## config.mk

```make
export PLATFORM = sky130hd
export DESIGN_NAME = neural_soc_cfg_sequencer
export DESIGN_NICKNAME = d
export VERILOG_FILES = /design/src/rtl/neural_soc_cfg_pkg.sv /design/src/rtl/neural_soc_avm_xfer.sv /design/src/rtl/neural_soc_cfg_sequencer.sv
export SDC_FILE = /design/constraint.sdc
export NUM_CORES = 1
export LEC_CHECK = 0
export CAP_MARGIN = 10
export CORE_MARGIN = 4
export CORE_UTILIZATION = 43
export CTS_CLUSTER_DIAMETER = 40
export DETAILED_ROUTE_END_ITERATION = 7
export PLACE_DENSITY = 0.81
export SYNTH_ARGS = -nofsm -noshare
export SYNTH_HDL_FRONTEND = slang
export SYNTH_SLANG_ARGS = --single-unit
```

## constraint.sdc

```tcl
create_clock -name clock -period 2.5 [get_ports clock]
set_input_delay 0.25 -clock clock [delete_from_list [all_inputs] [get_ports clock]]
set_output_delay 0.25 -clock clock [all_outputs]
set_load 0.01 [all_outputs]
```

## src/rtl/neural_soc_cfg_pkg.sv

```systemverilog
// Shared types and constants for the boot-time configuration sequencer.
package neural_soc_cfg_pkg;

    localparam int unsigned ADDR_W  = 8;
    localparam int unsigned DATA_W  = 32;
    localparam int unsigned IDX_W   = 4;
    localparam int unsigned ERR_W   = 2;
    localparam int unsigned STALL_W = 8;

    localparam logic [ERR_W-1:0] ERR_NONE    = 2'd0;
    localparam logic [ERR_W-1:0] ERR_ID      = 2'd1;
    localparam logic [ERR_W-1:0] ERR_TS      = 2'd2;
    localparam logic [ERR_W-1:0] ERR_TIMEOUT = 2'd3;

    localparam logic [ADDR_W-1:0] SYSID_BASE_DEF  = 8'h00;
    localparam logic [ADDR_W-1:0] CFG_BASE_DEF    = 8'h10;
    localparam logic [DATA_W-1:0] EXPECTED_ID_DEF = 32'h0000_0000;
    localparam logic [DATA_W-1:0] EXPECTED_TS_DEF = 32'd1480282281;

    typedef enum logic [2:0] {
        ST_IDLE,
        ST_RD_ID,
        ST_RD_TS,
        ST_WR_CFG,
        ST_DONE,
        ST_FAIL
    } state_e;

    // One Avalon transfer request as handed from the sequencer to the engine.
    typedef struct packed {
        logic              rd;
        logic [ADDR_W-1:0] addr;
        logic [DATA_W-1:0] wdata;
    } avm_req_t;

endpackage

```

## src/rtl/neural_soc_avm_xfer.sv

```systemverilog
// Single-transfer Avalon-MM master engine: launches one request when idle,
// holds it through waitrequest and aborts after TIMEOUT stalled cycles.
module neural_soc_avm_xfer
    import neural_soc_cfg_pkg::*;
#(
    parameter int unsigned TIMEOUT = 255
) (
    input  logic              clock,
    input  logic              reset_n,
    input  logic              req_go_c,
    input  avm_req_t          req,
    input  logic              m_waitrequest,
    output logic [ADDR_W-1:0] m_address,
    output logic              m_read,
    output logic              m_write,
    output logic [DATA_W-1:0] m_writedata,
    output logic              xfer_done_c,
    output logic              xfer_timeout_c
);

    logic [STALL_W-1:0] stall_cnt;
    logic               strobe;

    assign strobe         = m_read | m_write;
    assign xfer_done_c    = strobe & ~m_waitrequest;
    assign xfer_timeout_c = strobe & m_waitrequest & (stall_cnt == STALL_W'(TIMEOUT - 1));

    // A new request is only accepted with the strobe low, which forces the gap cycle.
    always_ff @(posedge clock or negedge reset_n) begin
        if (!reset_n) begin
            m_address   <= '0;
            m_read      <= 1'b0;
            m_write     <= 1'b0;
            m_writedata <= '0;
            stall_cnt   <= '0;
        end else if (strobe) begin
            if (xfer_done_c || xfer_timeout_c) begin
                m_read  <= 1'b0;
                m_write <= 1'b0;
            end else begin
                stall_cnt <= stall_cnt + STALL_W'(1);
            end
        end else if (req_go_c) begin
            m_address   <= req.addr;
            m_read      <= req.rd;
            m_write     <= ~req.rd;
            m_writedata <= req.wdata;
            stall_cnt   <= '0;
        end
    end

endmodule

```

## src/rtl/neural_soc_cfg_sequencer.sv

```systemverilog
// Boot-time sequencer: verifies the sysid slave, then streams the config
// table into the accelerator and reports done or a sticky error code.
module neural_soc_cfg_sequencer
    import neural_soc_cfg_pkg::*;
#(
    parameter logic [DATA_W-1:0] EXPECTED_ID = EXPECTED_ID_DEF,
    parameter logic [DATA_W-1:0] EXPECTED_TS = EXPECTED_TS_DEF,
    parameter logic [ADDR_W-1:0] SYSID_BASE  = SYSID_BASE_DEF,
    parameter logic [ADDR_W-1:0] CFG_BASE    = CFG_BASE_DEF,
    parameter int unsigned       NUM_CFG     = 8,
    parameter int unsigned       TIMEOUT     = 255
) (
    input  logic              clock,
    input  logic              reset_n,
    input  logic              start,
    output logic [ADDR_W-1:0] m_address,
    output logic              m_read,
    output logic              m_write,
    output logic [DATA_W-1:0] m_writedata,
    input  logic [DATA_W-1:0] m_readdata,
    input  logic              m_waitrequest,
    output logic [IDX_W-1:0]  cfg_index,
    input  logic [DATA_W-1:0] cfg_data,
    output logic              busy,
    output logic              done,
    output logic [ERR_W-1:0]  error
);

    localparam logic [IDX_W-1:0] LAST_K = IDX_W'(NUM_CFG - 1);

    state_e   state;
    avm_req_t xfer_req;
    logic     xfer_go_c;
    logic     xfer_done_c;
    logic     xfer_timeout_c;

    // Request for the transfer belonging to the current (or just-starting) phase.
    always_comb begin
        xfer_go_c      = 1'b0;
        xfer_req.rd    = 1'b1;
        xfer_req.addr  = SYSID_BASE;
        xfer_req.wdata = '0;
        unique case (state)
            ST_IDLE, ST_DONE, ST_FAIL: xfer_go_c = start;
            ST_RD_ID:                  xfer_go_c = 1'b1;
            ST_RD_TS: begin
                xfer_go_c     = 1'b1;
                xfer_req.addr = SYSID_BASE + ADDR_W'(1);
            end
            ST_WR_CFG: begin
                xfer_go_c      = 1'b1;
                xfer_req.rd    = 1'b0;
                xfer_req.addr  = CFG_BASE + ADDR_W'(cfg_index);
                xfer_req.wdata = cfg_data;
            end
            default: xfer_go_c = 1'b0;
        endcase
    end

    always_ff @(posedge clock or negedge reset_n) begin
        if (!reset_n) begin
            state     <= ST_IDLE;
            busy      <= 1'b0;
            done      <= 1'b0;
            error     <= ERR_NONE;
            cfg_index <= '0;
        end else begin
            unique case (state)
                ST_IDLE, ST_DONE, ST_FAIL: begin
                    if (start) begin
                        state     <= ST_RD_ID;
                        busy      <= 1'b1;
                        done      <= 1'b0;
                        error     <= ERR_NONE;
                        cfg_index <= '0;
                    end
                end
                ST_RD_ID: begin
                    if (xfer_done_c) begin
                        if (m_readdata == EXPECTED_ID) begin
                            state <= ST_RD_TS;
                        end else begin
                            state <= ST_FAIL;
                            busy  <= 1'b0;
                            error <= ERR_ID;
                        end
                    end else if (xfer_timeout_c) begin
                        state <= ST_FAIL;
                        busy  <= 1'b0;
                        error <= ERR_TIMEOUT;
                    end
                end
                ST_RD_TS: begin
                    if (xfer_done_c) begin
                        if (m_readdata == EXPECTED_TS) begin
                            state <= ST_WR_CFG;
                        end else begin
                            state <= ST_FAIL;
                            busy  <= 1'b0;
                            error <= ERR_TS;
                        end
                    end else if (xfer_timeout_c) begin
                        state <= ST_FAIL;
                        busy  <= 1'b0;
                        error <= ERR_TIMEOUT;
                    end
                end
                ST_WR_CFG: begin
                    if (xfer_done_c) begin
                        if (cfg_index == LAST_K) begin
                            state <= ST_DONE;
                            busy  <= 1'b0;
                            done  <= 1'b1;
                        end else begin
                            cfg_index <= cfg_index + IDX_W'(1);
                        end
                    end else if (xfer_timeout_c) begin
                        state <= ST_FAIL;
                        busy  <= 1'b0;
                        error <= ERR_TIMEOUT;
                    end
                end
                default: state <= ST_IDLE;
            endcase
        end
    end

    neural_soc_avm_xfer #(
        .TIMEOUT (TIMEOUT)
    ) u_xfer (
        .clock          (clock),
        .reset_n        (reset_n),
        .req_go_c       (xfer_go_c),
        .req            (xfer_req),
        .m_waitrequest  (m_waitrequest),
        .m_address      (m_address),
        .m_read         (m_read),
        .m_write        (m_write),
        .m_writedata    (m_writedata),
        .xfer_done_c    (xfer_done_c),
        .xfer_timeout_c (xfer_timeout_c)
    );

endmodule
```

==> metrics.md <==
| Metric | Value |
|---|---|
| NetSw | 821.2 uW |
| Outcome | complete, no violations |
| Initial DRC count | ~150 |
| R2R Setup Slk | around 0.49 ns |
| Logic pwr share | 0.297 |
| Clock transition at path regs | 0.06 ns |
| CTS tree | yes |
| Final setup skew | 0.006609 ns |
| Net Sw Frac | 0.3324 |
| #FFs+latches synth | 58 |
| Slew headroom | 0.5845 |
| Nets | 493 |
| Max Clock Freq | ~500 MHz |
| Min-Delay Path Class | input port to async pin |
| Final Critical Period | between 2 and 2.5 ns |
| DRC Markers | 0 |
| Worst-case hold slack | 0.4616 ns |
| Post-synth top area share | 0.5202 |
| Worst path bufs/invs | 1 |
| P&R area growth vs syn | 49.24% |
| Seq pwr share | 0.429 |
| EDFF count, synth | 0 |
| Peak VDD IR | between 0.0003 and 0.0004 V |
| Vias/cell | between 5 and 6 |
| # port buffers | about 110 |
| PnR worst setup slack | 0.4934 ns |
| Pin count of the biggest net entering global routing | 59 |
| Clk pwr share | 0.275 |
| DR WL/cell | 14.42 microns |
| Worst Tran Pin Value | 0.6186 ns |
| I/O pin count | 118 |
| Worst-Skew Late Latency | 0.31 ns |
| Tcrit/Tclk final | 0.8026 |
| Max FO, Critical Path | 6 |
| Via count | 2604 |
| Levels on crit path | 7 |
| RSZ-0062 raised after global routing | no |
| Final wirelength | about 7.3 mm |
| Distinct cells, synth | 46 |
| Cells after Synth | 308 |
| MaxCap Viol Count | 0 |
| Top cells by area, synth | dfrtp_1, nand2_1, nand3_1 |
| Top delay family on crit path | simple AND/OR/NAND/NOR gates |
| Worst R2R Path Depth | 7 |
| Leakage | 0.001910 uW |
| Sequential share of the synthesized area | 0.5202 |
| Post-DP Area | about 4000 sq um |
| Most used DFF post-synth | dfrtp_1 |
| GRT Total Usage | 0.1900 |
| Share of layout cells above drive strength 1 | 0.07042 |
| First-pass GRT wire length | 11.86 mm |
| Crit path largest cell delay | 0.48 ns |
| Ant diodes | 0 |
| Synth async-reset ratio | 1.000 |
| Core Region | 6314 sq um |
| Internal | about 1600 uW |
| Mapped Area | approximately 2800 sq um |
| CP max-delay cell | or4_1 |
| TritonCTS Buffers | 9 |
| Initial core utilization | 0.4419 |
| Most common cell in the netlist | nand2_1 |
| Syn avg cell area | 9.059 sq um |
| Overflow after GRT | 0 |
| Die area | 7841 sq um |
| DIE HEIGHT | slightly below 90 microns |
| Post-CTS Resized | 0 |
| Final setup TNS | 0 ns |
| Vias in the first global route | between 2000 and 3000 |
| Filler instances | 537 |
| Detail Placement HPWL | 5.381 mm |
| Rows | 29 |
| Die W | 88.55 microns |
| Clock sinks | 58 |
| Maximum root-to-sink buffer count | 2 |
| Final Max Tran Viols | 0 |
| Cell type with the largest total area after synthesis | dfrtp_1 |
| Crit path launch type | register |
| Pwr Density | approximately 590 nW/um^2 |
| Total chip power | between 2000 and 2500 uW |
| CP arrival | 2.20 ns |
| Kind of critical path | register to register |
| Antenna-violating nets left | 0 |
| Final hold violation count | 0 |
| GPL Wtd Cong | 0.8205 |
| Setup Viol. Count Final | 0 |
| Clock root buffer | clkbuf_8 |
| Crit-path cells | inv_1, ha_1, nand3_1, o21a_1, or2_1, or4_1, o22a_1 |
| Initial antenna violation count | 0 |
| First-pass detailed-route iteration total | 4 |
| Worst setup EP type | register |
| Pre-CTS setup slack | 0.2871 ns |
| Synth warnings | 0 |
| H-Tree Level Count | 3 |
| Design area | between 4000 and 5000 sq um |
| Required @ worst endpoint | 2.70 ns |
| Post-synth top cells | nand2_1, dfrtp_1, nand3_1 |
cell usage in the layout (no fill, tap or decap), drive strengths merged, types with 6 or more instances in the layout:
cell type and instances:
nand2 81, buf 6, nor2 24, o21ai 8, nand3 41, nand4 9, clkbuf 11, dfrtp 58
clkdlybuf4s50 113, nor4 10
power groups by stage:
stage	Clock, uW	Sequential [uW]	Combinational (uW)
after global placement	0	1070	722
after floorplan	0	1050	432
after detailed placement	0	1080	726
after global routing	758	1070	803
final	678	1060	733
after CTS	705	1060	731
cell families (layout without fill, tap and decap cells):
family                     count (synthesis)  count (layout)  synth area share
buffers and inverters                     21             137           0.03498
xor gates and xnor gates                   7               7           0.02197
AOI/OAI and AO/OA                         32              32           0.08431
other                                      1               3          0.001344
adders and majority gates                  3               3           0.01345
and+or+nand+nor                          186             186            0.3238
DFF                                       58              58            0.5202
final timing paths:
check / start / endpoint
min in group clock: u_xfer.m_writedata[6] / u_xfer.m_writedata[6]
worst max register to register: u_xfer.stall_cnt[0] / busy
worst min-delay path: reset_n / state[1]
max in group asynchronous: reset_n / u_xfer.m_write
worst max-delay path: u_xfer.stall_cnt[0] / busy
worst min register to register: u_xfer.m_writedata[6] / u_xfer.m_writedata[6]
layer usage:
layer,up-vias,GRT usage,part of all wire
li1,1287,-,-
met1,1215,0.2463,0.42
met2,96,0.3141,0.51
met3,6,0.05773,0.065
met4,0,0.04533,0.0070
met5,-,0,0
layout make-up:
class	count	area [sq um]	share of cell area
well taps	77	96.34	0.02314
inverters	2	7.507	0.001803
multi-input cells	231	1249	0.2999
flip-flops and latches	58	1451	0.3486
clock buffers	11	131.4	0.03155
repair buffers	120	1209	0.2903
clock inverters	4	20.02	0.004808
registers in the layout, indices dropped and copies added (netlist names):
| name | flops |
|---|---|
| done | 1 |
| cfg_index | 4 |
| busy | 1 |
| state | 3 |
| u_xfer.stall_cnt | 8 |
| u_xfer.m_writedata | 32 |
| error | 2 |
| u_xfer.m_write | 1 |
| u_xfer.m_read | 1 |
| u_xfer.m_address | 5 |
stage by stage:
| stage | utilization | instances |
|---|---|---|
| final | 0.6595 | 503 |
| after global routing | 0.6595 | 503 |
| after detailed placement | 0.6340 | 487 |
| after CTS | 0.6595 | 503 |
| after floorplan | - | 310 |
| after global placement | 0.6340 | 487 |
worst reg2reg max path, cell delays in order, from the launching register on:
cell	delay, ns
dfrtp_1	0.43
inv_1	0.08
ha_1	0.16
nand3_1	0.12
o21a_1	0.21
or2_1	0.26
or4_1	0.48
o22a_1	0.16
what timing repair did:
action                    4_1_cts  5_1_grt
setup buffers                   0        0
hold buffers                    1        0
hold endpoints to repair       58        0
Power figures use the tool's default switching activity.
==> patch 1, RTL diff (same flow settings) <==
Set the package constant `DATA_W` to 64 (it was 32).
--- a/src/rtl/neural_soc_cfg_pkg.sv
+++ b/src/rtl/neural_soc_cfg_pkg.sv
@@ -2,7 +2,7 @@
 package neural_soc_cfg_pkg;
 
     localparam int unsigned ADDR_W  = 8;
-    localparam int unsigned DATA_W  = 32;
+    localparam int unsigned DATA_W  = 64;
     localparam int unsigned IDX_W   = 4;
     localparam int unsigned ERR_W   = 2;
     localparam int unsigned STALL_W = 8;
Ports: changed (resized cfg_data, m_readdata and m_writedata); port bits go from 118 to 214. No check against the original RTL was run, so the function may have changed too.
==> patch 1 against the unedited design <==
  * Power grew 43%
  * Sequential cell count grew 32
  * Final area grew 56%
  * Critical path depth shrank 2
  * Wire length grew 73%
  * Worst setup slack gained 0.055 ns
  * Area after synthesis grew 47%
  * Hold slack lost 0.028 ns
  * Combinational power grew 45%
  * Critical path type unchanged
  * Largest cell class unchanged
==> patch 1: results (changes against the unedited design) <==
post-place-cells: 774  # was 487
clk_share_pct: 2.77  # was 3.64%
grt_util_met3_pct: 6.06  # was 5.77%
route.met2.wl_um: 6430  # was 3710 um
rrSetupSlack_ns: 0.55  # was 0.49 ns
p_seq_share_pct: 44.3  # was 42.9%
fin_nets: 792  # was 493
p_sw_share_pct: 34.4  # was 33.2%
drtIter0Drc: 219  # was 146
slowest_delay_ns: 0.51  # was 0.48 ns
worst_path_max_delay_cell: "dfrtp_1"  # was or4_1
worstSetupPathType: "register to register"  # unchanged
reg2reg_from: "state[0]$_DFFE_PN0P_"  # was u_xfer.stall_cnt[0]$_DFFE_PN0P_
post_cts_resize_count: 0  # unchanged
portBuffers: 210  # was 114
fin_worst_skew_ns: 0.00829  # was 0.00661 ns
via_count: 4009  # was 2,604
grtUsageTotal_pct: 22.9  # was 19.0%
gr-usage-met2_pct: 40.1  # was 31.4%
drive_gt1_share_pct: 5.89  # was 7.04%
reg2reg_depth: 5  # was 7
num-fill-cells: 750  # was 537
met1_usage_pct: 28.6  # was 24.6%
wl_met3_um: 866  # was 475 um
hold_class: "input port to register"  # was input port to async pin
layout.nonclk_buf_share_pct: 33.9  # was 29.0%
largest_registers: "u_xfer.m_writedata: 64 flops, u_xfer.stall_cnt: 8 flops, u_xfer.m_address: 5 flops"  # was u_xfer.m_writedata: 32 flops, u_xfer.stall_cnt: 8 flops, u_xfer.m_address: 5 flops
nMultiInputCombCells: 336  # was 231
ir_worst_vdd_v: 0.000374  # was 0.000359 V
dpl.hpwl_um: 9560  # was 5380 um
outcome: "finished, final reports clean"  # unchanged
inv_count: 2  # unchanged
gp_congestion: 0.898  # was 0.821
grt_pass1_vias: 4210  # was 2,523
multi_input_area_share_pct: 26.1  # was 30.0%
clk_latency_ns: 0.35  # was 0.31 ns
syn_inst: 455  # was 308
wl_met1_um: 5090  # was 3020 um
ys_seq_area_share_pct: 54.8  # was 52.0%
cp_max_fo: 37  # was 6
powerClk_uw: 910  # was 678 uW
buffers_excl_clock: 218  # was 120
arrival_ns: 2.22  # was 2.20 ns
slew_headroom_pct: 58.9  # was 58.4%
drt_wl_total_um: 12500  # was 7250 um
powerDensity_nw_per_um2: 544  # was 593 nW/um^2
via_per_inst: 5.07  # was 5.18
yosys-top-cells-area: "dfrtp_1 (55%), nand2_1 (13%), nand3_1 (9.6%)"  # was dfrtp_1 (52%), nand2_1 (11%), nand3_1 (7.4%)
cp-endpoint: "cfg_index[3]$_DFFE_PN0P_"  # was busy$_DFFE_PN0P_
root_buffer: "clkbuf_8"  # unchanged
grt_pass1_wl_um: 20800  # was 11,900 um
synthTopCellsByCount: "nand2_1 (145), dfrtp_1 (90), nand3_1 (79)"  # was nand2_1 (81), dfrtp_1 (58), nand3_1 (41)
regArea_um2: 2250  # was 1450 um^2
leakagePower_uw: 0.00296  # was 0.00191 uW
clkTransAtPathRegs_ns: 0.09  # was 0.06 ns
grt_max_degree: 50  # was 59
ys_ff_latch: 90  # was 58
## patch 1: cell count changes after synthesis, sizes merged, moves of 6 or more
cell | before | now
nand2 | 81 | 145
nand3 | 41 | 81
dfrtp | 58 | 90
buf | 10 | 19
nor4 | 10 | 18
o21ai | 8 | 14
## patch 1: stage by stage
step / worst slack, ns / hold WS (ns) / cell area, um^2
after floorplan: 0.915 / -0.0456 / 4120
after global placement: 0.415 / 0.297 / 6310
after detailed placement: 0.323 / 0.299 / 6310
after CTS: 0.564 / 0.421 / 6500
after global routing: 0.447 / 0.429 / 6500
final: 0.548 / 0.434 / 6500
## patch 1: critical path: cells and delay by family, from the launching register on
kind	cells	cell delay, ns
compound gates	1	0.16
flops	1	0.51
simple gates	4	1.19
## patch 1: cell families after synthesis
group	after synthesis	share of synthesized area, %
AND/OR/NAND/NOR	294	34.1
buffers and inverters	31	4.48
AO/OA/AOI/OAI	32	4.69
adder cells (fa/ha/maj)	3	0.914
flip-flops	90	54.8
XOR/XNOR	4	0.853
other	1	0.0913
==> patch 2, RTL diff (same settings) <==
Without the edit above. Add an input register stage for `cfg_data`, without a reset; this delays it by one clock. The other inputs are not delayed to match.
--- a/src/rtl/neural_soc_cfg_sequencer.sv
+++ b/src/rtl/neural_soc_cfg_sequencer.sv
@@ -28,6 +28,12 @@
 
     localparam logic [IDX_W-1:0] LAST_K = IDX_W'(NUM_CFG - 1);
 
+    logic [DATA_W-1:0] cfg_data_q;
+
+    always_ff @(posedge clock) begin
+        cfg_data_q <= cfg_data;
+    end
+
     state_e   state;
     avm_req_t xfer_req;
     logic     xfer_go_c;
@@ -51,7 +57,7 @@
                 xfer_go_c      = 1'b1;
                 xfer_req.rd    = 1'b0;
                 xfer_req.addr  = CFG_BASE + ADDR_W'(cfg_index);
-                xfer_req.wdata = cfg_data;
+                xfer_req.wdata = cfg_data_q;
             end
             default: xfer_go_c = 1'b0;
         endcase
Function: changed (Yosys sat finds a counterexample within 10 cycles, from zero or initial values and one cycle with reset_n low).
==> patch 2 against the unedited design <==
  * Wire length up 12%
  * Clock power up 38%
  * Area after synthesis up 26%
  * Worst setup slack worse by 0.012 ns
  * Cell count up 13%
  * Sequential power up 52%
  * Critical path depth unchanged
  * Clock skew up 0.0068 ns
  * Power up 35%
  * Combinational power up 6.5%
  * Final area up 19%
  * Sequential cell count up 32
  * Non-clock buffer count unchanged
  * Global-route usage down 1.9 points
  * Critical path type unchanged
==> patch 2: results (changes against the unedited design) <==
outcome: "finished, final reports clean"  # unchanged
yosys-top-cells-area: "dfrtp_1 (41%), dfxtp_1 (18%), nand2_1 (9.3%)"  # was dfrtp_1 (52%), nand2_1 (11%), nand3_1 (7.4%)
grtUsageTotal_pct: 17.1  # was 19.0%
pre_cts_ws_ns: 0.332  # was 0.287 ns
drive_gt1_share_pct: 7.48  # was 7.04%
synthArstFlopShare_pct: 64.4  # was 100%
grt_util_met3_pct: 4.32  # was 5.77%
grt_pass1_wl_um: 13600  # was 11,900 um
grt_pass1_vias: 2911  # was 2,523
antenna_cells: 0  # unchanged
via_per_inst: 5.10  # was 5.18
cp_max_fo: 8  # was 6
drtIter0Drc: 208  # was 146
met1_usage_pct: 22.0  # was 24.6%
worst_path_max_delay_cell: "a211oi_2"  # was or4_1
hold_class: "input port to async pin"  # unchanged
fin_nets: 534  # was 493
grt_max_degree: 59  # unchanged
gp_congestion: 0.826  # was 0.821
clkTransAtPathRegs_ns: 0.10  # was 0.06 ns
max_cap_viol_count: 0  # unchanged
top_layer: "met4"  # unchanged
cts_setup_buffers: 0  # unchanged
critPathTopFamily: "compound AO/OA/AOI/OAI gates"  # was simple AND/OR/NAND/NOR gates
drt-wirelength-per-cell_um: 14.2  # was 14.4 um
gr-usage-met2_pct: 28.9  # was 31.4%
syn_inst: 351  # was 308
first_pass_iters: 4  # unchanged
yosysUniqueCellTypes: 52  # was 46
place_area_um2: 4760  # was 4000 um^2
clk_latency_ns: 0.35  # was 0.31 ns
htreeDepth: 3  # unchanged
dpl.hpwl_um: 5950  # was 5380 um
largest_registers: "cfg_data_q: 32 flops, u_xfer.m_writedata: 32 flops, u_xfer.stall_cnt: 8 flops"  # was u_xfer.m_writedata: 32 flops, u_xfer.stall_cnt: 8 flops, u_xfer.m_address: 5 flops
wl_met3_um: 500  # was 475 um
drt_wl_total_um: 8100  # was 7250 um
ir_worst_vdd_v: 0.000390  # was 0.000359 V
antenna_found_initial: 0  # unchanged
route.met2.wl_um: 4150  # was 3710 um
wl_met1_um: 3370  # was 3020 um
synthFlopType: "dfrtp_1"  # unchanged
slew_headroom_pct: 51.8  # was 58.4%
yosysWarnings: 0  # unchanged
portBuffers: 114  # unchanged
slowest_delay_ns: 0.55  # was 0.48 ns
synthTopCellsByCount: "nand2_1 (87), dfrtp_1 (58), nand3_1 (37)"  # was nand2_1 (81), dfrtp_1 (58), nand3_1 (41)
cts-buffers-inserted: 9  # unchanged
root_buffer: "clkbuf_8"  # unchanged
fin_worst_skew_ns: 0.0134  # was 0.00661 ns
post_cts_resize_count: 0  # unchanged
post-place-cells: 554  # was 487
clockBufferDepth: 2  # unchanged
leakagePower_uw: 0.00225  # was 0.00191 uW
ys_seq_area_share_pct: 59.4  # was 52.0%
arrival_ns: 2.26  # was 2.20 ns
patch 2: cell count changes after synthesis, moves of 5 or more:
cell	before	now
nor4_1	9	4
nor2_1	24	14
dfxtp_1	0	32
nand2_1	81	87
and3_1	0	6
o21ai_1	0	5
patch 2: area by class of cell:
cell class                 instances  area, um^2
fill                             660        2890
sequential                        90        2090
multi-input combinational        237        1330
timing repair buffer             120        1190
clock buffer                      10         138
tap                              102         128
clock inverter                     6        53.8
inverter                           5        18.8
patch 2: final timing paths:
check / startpoint / endpoint / slack [ns] / cells after the start
worst max-delay path: u_xfer.stall_cnt[0]$_DFFE_PN0P_ / u_xfer.stall_cnt[4]$_DFFE_PN0P_ / 0.48 / 7
min in group clock: cfg_data[20] / cfg_data_q[20]$_DFF_P_ / 0.33 / 1
worst min register to register: cfg_data_q[14]$_DFF_P_ / u_xfer.m_writedata[14]$_DFFE_PN0P_ / 0.43 / 2
max in group asynchronous: reset_n / u_xfer.m_writedata[25]$_DFFE_PN0P_ / 1.99 / 2
worst max register to register: u_xfer.stall_cnt[0]$_DFFE_PN0P_ / u_xfer.stall_cnt[4]$_DFFE_PN0P_ / 0.48 / 7
worst min-delay path: reset_n / state[1]$_DFFE_PN0P_ / 0.03 / 2
patch 2: kinds of logic (layout without fill, tap and decap cells):
family | Yosys count | after routing | share of synthesized area [%]
muxes | 2 | 2 | 0.569
buffers and inverters | 26 | 141 | 3.23
AOI/OAI and AO/OA | 41 | 41 | 8.00
adders and majority gates | 3 | 3 | 1.07
and+or+nand+nor | 180 | 180 | 25.6
DFF | 90 | 90 | 59.4
xor gates and xnor gates | 8 | 8 | 1.99
other | 1 | 3 | 0.107
patch 2: where the power goes:
part / switching [uW] / internal (uW)
Combinational: 452 / 329
Clock: 531 / 408
Sequential: 84.9 / 1530
